[src/rtl/ex_mem.sv]
// EX->MEM pipeline slice: main + skid entry so o_ready can come straight from a flop.
// A flush kills both entries and zeroes the control fields of the main entry.
`ifndef XLEN
`define XLEN 32
`endif
`ifndef INST_LEN
`define INST_LEN 32
`endif
`ifndef REG_ADDRWIDTH
`define REG_ADDRWIDTH 5
`endif
`ifndef CSR_ADDRWIDTH
`define CSR_ADDRWIDTH 12
`endif
`ifndef MEMOP_LEN
`define MEMOP_LEN 4
`endif
`ifndef EXCOP_LEN
`define EXCOP_LEN 3
`endif
`ifndef CSROP_LEN
`define CSROP_LEN 3
`endif
`ifndef TRAP_LEN
`define TRAP_LEN 8
`endif

module ex_mem (
    input  logic                      clk,
    input  logic                      rst,
    input  logic                      i_valid,
    output logic                      o_ready,
    input  logic                      i_flush,
    input  logic [`XLEN-1:0]          i_pc,
    input  logic [`INST_LEN-1:0]      i_inst_data,
    input  logic [`XLEN-1:0]          i_alu_result,
    input  logic [`XLEN-1:0]          i_rs2_data,
    input  logic [`XLEN-1:0]          i_csr_wdata,
    input  logic [`REG_ADDRWIDTH-1:0] i_rd_idx,
    input  logic [`CSR_ADDRWIDTH-1:0] i_csr_addr,
    input  logic [`MEMOP_LEN-1:0]     i_memop,
    input  logic [`EXCOP_LEN-1:0]     i_exc_op,
    input  logic [`CSROP_LEN-1:0]     i_csr_op,
    input  logic [`TRAP_LEN-1:0]      i_trap_bus,
    output logic [`XLEN-1:0]          o_pc,
    output logic [`INST_LEN-1:0]      o_inst_data,
    output logic [`XLEN-1:0]          o_alu_result,
    output logic [`XLEN-1:0]          o_rs2_data,
    output logic [`XLEN-1:0]          o_csr_wdata,
    output logic [`REG_ADDRWIDTH-1:0] o_rd_idx,
    output logic [`CSR_ADDRWIDTH-1:0] o_csr_addr,
    output logic [`MEMOP_LEN-1:0]     o_memop,
    output logic [`EXCOP_LEN-1:0]     o_exc_op,
    output logic [`CSROP_LEN-1:0]     o_csr_op,
    output logic [`TRAP_LEN-1:0]      o_trap_bus,
    output logic                      o_valid,
    input  logic                      i_ready
);

    // State bits are {main_valid, skid_valid}; 01 cannot occur.
    typedef enum logic [1:0] {
        S_EMPTY = 2'b00,
        S_ONE   = 2'b10,
        S_FULL  = 2'b11
    } state_t;

    typedef struct packed {
        logic [`XLEN-1:0]          pc;
        logic [`INST_LEN-1:0]      inst_data;
        logic [`XLEN-1:0]          alu_result;
        logic [`XLEN-1:0]          rs2_data;
        logic [`XLEN-1:0]          csr_wdata;
        logic [`REG_ADDRWIDTH-1:0] rd_idx;
        logic [`CSR_ADDRWIDTH-1:0] csr_addr;
        logic [`MEMOP_LEN-1:0]     memop;
        logic [`EXCOP_LEN-1:0]     exc_op;
        logic [`CSROP_LEN-1:0]     csr_op;
        logic [`TRAP_LEN-1:0]      trap_bus;
    } payload_t;

    state_t   r_state;
    payload_t r_main;
    payload_t r_skid;
    payload_t w_in;
    logic     w_acc;
    logic     w_fire;

    assign w_in = {i_pc, i_inst_data, i_alu_result, i_rs2_data, i_csr_wdata,
                   i_rd_idx, i_csr_addr, i_memop, i_exc_op, i_csr_op, i_trap_bus};

    // Handshake: a beat moves on an edge where valid and ready are both high.
    // o_ready is the inverted skid flop, so it never sees i_valid/i_ready.
    assign o_valid = r_state[1];
    assign o_ready = ~r_state[0];
    assign w_acc   = i_valid & o_ready;
    assign w_fire  = o_valid & i_ready;

    assign o_pc         = r_main.pc;
    assign o_inst_data  = r_main.inst_data;
    assign o_alu_result = r_main.alu_result;
    assign o_rs2_data   = r_main.rs2_data;
    assign o_csr_wdata  = r_main.csr_wdata;
    assign o_rd_idx     = r_main.rd_idx;
    assign o_csr_addr   = r_main.csr_addr;
    assign o_memop      = r_main.memop;
    assign o_exc_op     = r_main.exc_op;
    assign o_csr_op     = r_main.csr_op;
    assign o_trap_bus   = r_main.trap_bus;

    always_ff @(posedge clk or negedge rst) begin
        if (!rst) begin
            r_state <= S_EMPTY;
            r_main  <= '0;
            r_skid  <= '0;
        end else if (i_flush) begin
            // Bubble: side-effecting control fields cleared, data left as is.
            r_state         <= S_EMPTY;
            r_main.rd_idx   <= '0;
            r_main.memop    <= '0;
            r_main.exc_op   <= '0;
            r_main.csr_op   <= '0;
            r_main.trap_bus <= '0;
        end else begin
            case (r_state)
                S_EMPTY: begin
                    if (w_acc) begin
                        r_main  <= w_in;
                        r_state <= S_ONE;
                    end
                end
                S_ONE: begin
                    if (w_fire && w_acc) begin
                        r_main <= w_in;
                    end else if (w_fire) begin
                        r_state <= S_EMPTY;
                    end else if (w_acc) begin
                        r_skid  <= w_in;
                        r_state <= S_FULL;
                    end
                end
                S_FULL: begin
                    if (w_fire) begin
                        r_main  <= r_skid;
                        r_state <= S_ONE;
                    end
                end
                default: r_state <= S_EMPTY;
            endcase
        end
    end

endmodule
[config.mk]
export PLATFORM = sky130hd
export DESIGN_NAME = ex_mem
export DESIGN_NICKNAME = d
export VERILOG_FILES = /design/src/rtl/ex_mem.sv
export SDC_FILE = /design/constraint.sdc
export NUM_CORES = 1
export LEC_CHECK = 0
export CORE_ASPECT_RATIO = 1.4
export CORE_MARGIN = 2
export CORE_UTILIZATION = 50
export DETAILED_ROUTE_END_ITERATION = 10
export PLACE_DENSITY = 0.8
export SYNTH_ARGS = -nofsm -noshare
export SYNTH_HDL_FRONTEND = slang
export SYNTH_SLANG_ARGS = --single-unit
[constraint.sdc]
create_clock -name clk -period 2.6 [get_ports clk]
set_input_delay 0.39 -clock clk [delete_from_list [all_inputs] [get_ports clk]]
set_output_delay 0.39 -clock clk [all_outputs]
set_load 0.05 [all_outputs]
==> qor.yml <==
finish:
  fin_cells: 2189
  num-fill-cells: 2451
  layout.nets: 1914
  utilization: 0.6798
  layout-drive-gt1-share: 0.1733
  area_delta_synth_final_pct: 34.81
  multi_input_area_um2: 6686
  final_area_um2: 23000
  seq_area_um2: 9809
placement:
  dp_cells: 2118
  place.gp.congestion: 0.8175
  postPlaceCellArea_um2: 21780
  port_buffers: 396
  dp_hpwl_um: 29730
  dp_worst_setup_slack_ns: 0.1771
grt:
  grt_pass1_wl_um: 70350
  track_usage: 0.2461
  grt_pass1_vias: 13110
  grt_start_max_net_pins: 129
  gr-total-overflow: 0
  antenna_found_initial: 7
clocking:
  clk_pin_slew_ns: 0.06
  htreeDepth: 2
  clk_path_buf_depth: 3
  insertion_delay_ns: 0.54
  cts-hold-fix-buffers: 1
  cts_inserted_buffers: 39
  cts_tree: "yes"
  cts_root_buffer: "clkbuf_16"
  cts_setup_buffers: 0
  clkSinkCount: 392
  ctsResizeCount: 0
detailed_routing:
  drc: 0
  num_vias: 12660
  drt_iter0_markers: 809
  firstDrtPassIters: 5
  ant_nets: 0
  routedWlPerCell_um: 20.18
  drt-vias-per-instance: 5.783
  detail_route.wirelength_um: 44170
setup_path:
  cp.arrival_ns: 2.02
  crit_required_ns: 2.21
  cp_max_fo: 6
  cp_num_buf_inv: 2
  crit_path_top_delay_cell: "clkdlybuf4s50_1"
  path_cells: "inv_1 > clkdlybuf4s50_1"
  cp_top_family: "buffers and inverters"
  startpoint_type: "register"
  path_class: "register to output port"
  max_stage_delay_ns: 0.85
  endpoint_kind: "output port"
synthesis:
  syn_inst: 1350
  synth.distinct_cells: 26
  syn_area_per_cell_um2: 12.64
  async_flop_share: 1.000
  ys_warn_count: 0
  ys_seq_elements: 392
  synth-edff-count: 0
  seq_area_frac_synth: 0.5749
  syn-num-nets: 1555
  syn-cell-area_um2: 17060
  ys.flop_type: "dfrtp_1"
timing:
  hold_slack_ns: 0.4021
  post-route-min-period_ns: 2.406
  hold_viol_final: 0
  fin_ws_ns: 0.1939
  rsz0062_at_grt: "no"
  fin_tns_setup_ns: 0
  fmax_mhz: 415.6
  clock_skew_ns: 0.02286
  slew_viol_final: 0
  relSlewSlack: 0.4713
  tightest_slew_ns: 0.7931
  setup_viol: 0
  fin_crit_sh: 0.9254
die:
  coreArea_um2: 33830
  dieArea_um2: 35640
  pin_count: 397
  start_util: 0.5043
  die_h_um: 222.6
  rows: 80
  die_w_um: 160.1
power:
  finalPower_mw: 31.37
  peakVddDrop_v: 0.0008813
  leakagePower_nw: 9.051
  power_density_nw_per_um2: 1364
worst_hold_path:
  hold_class: "primary input to asynchronous set/reset pin"
job:
  maxCapViolCount: 0
run_status:
  status: "complete, no violations"
[path summary, 6_finish.rpt]
path | startpoint | to | slack (ns) | depth (start not counted)
max | r_state[0] | o_ready | 0.19 | 2
min | rst | o_csr_op[0] | 0.40 | 2
max reg2reg | r_state[1] | o_pc[21] | 0.22 | 7
min reg2reg | o_trap_bus[2] | o_trap_bus[2] | 0.49 | 1
max in group asynchronous | rst | r_skid[176] | 1.30 | 4
min in group clk | i_pc[0] | r_skid[163] | 0.49 | 2
[where the power goes]
part           internal (mW)  total [mW]  switching (mW)
Clock                   3.10        5.35            2.26
Combinational           5.75        15.2            9.44
Sequential              9.12        10.8            1.70
[Yosys cell counts (2+ instances only)]
cell type / count / area, µm²
a31oi_1: 172 / 1076
dfrtp_1: 392 / 9809
mux2i_1: 173 / 1732
o21a_1: 23 / 172.7
nor2_1: 2 / 7.510
a21oi_1: 195 / 975.9
o31ai_1: 23 / 172.7
buf_4: 6 / 45.04
nand2b_1: 25 / 156.4
mux2_2: 195 / 2196
inv_1: 2 / 7.510
nand2_1: 2 / 7.510
ha_1: 5 / 62.56
buf_1: 5 / 18.77
clkbuf_1: 65 / 244.0
nand4b_1: 2 / 17.52
buf_2: 54 / 270.3
[final cells by class]
| cell class | instances | share of cell area |
|---|---|---|
| multi-input combinational | 826 | 0.2907 |
| tap | 451 | 0.02453 |
| clock inverter | 1 | 0.0002176 |
| antenna | 7 | 0.0007616 |
| timing repair buffer | 448 | 0.2054 |
| inverter | 2 | 0.0003264 |
| clock buffer | 62 | 0.05152 |
| sequential | 392 | 0.4265 |
[cell families (layout without fill, tap and decap cells)]
family          count (synthesis)  in the layout  synth area share
fa+ha+maj                       5              5          0.003667
compound gates                419            419            0.1445
flops                         392            392            0.5749
mux                           368            368            0.2302
simple gates                   33             33           0.01181
xor+xnor                        1              1         0.0005134
other cells                     0              7                 0
buf+inv                       132            513           0.03432
[routing by layer]
metal / part of all wire / global-route usage / routed length (µm) / vias up
li1: - / - / - / 5740
met1: 0.38 / 0.2927 / 16830 / 6370
met2: 0.51 / 0.4188 / 22370 / 434
met3: 0.062 / 0.05675 / 2750 / 116
met4: 0.050 / 0.1255 / 2221 / 0
met5: 0 / 0 / 0 / -
[registers in the layout, summed over array words and instances (netlist names)]
name,cells
o_rs2_data,32
r_skid,195
o_inst_data,32
o_trap_bus,8
o_csr_op,3
r_state,2
o_memop,4
o_csr_addr,12
o_exc_op,3
o_rd_idx,5
o_alu_result,32
o_pc,32
o_csr_wdata,32
[placed cells by master (no fill, tap or decap), types with 2 or more instances in the layout]
cell | synthesis | layout
nand2b_1 | 25 | 25
nand4b_1 | 2 | 2
nand2_1 | 2 | 2
clkdlybuf4s50_1 | 0 | 395
inv_1 | 2 | 2
mux2_2 | 195 | 195
clkbuf_8 | 0 | 8
diode_2 | 0 | 7
buf_4 | 6 | 22
clkbuf_1 | 65 | 13
dfrtp_1 | 392 | 392
clkbuf_16 | 0 | 41
ha_1 | 5 | 4
o21a_1 | 23 | 23
a31oi_1 | 172 | 172
a21oi_1 | 195 | 195
o31ai_1 | 23 | 23
mux2i_1 | 173 | 173
buf_12 | 0 | 29
(Power assumes the default switching activity.)
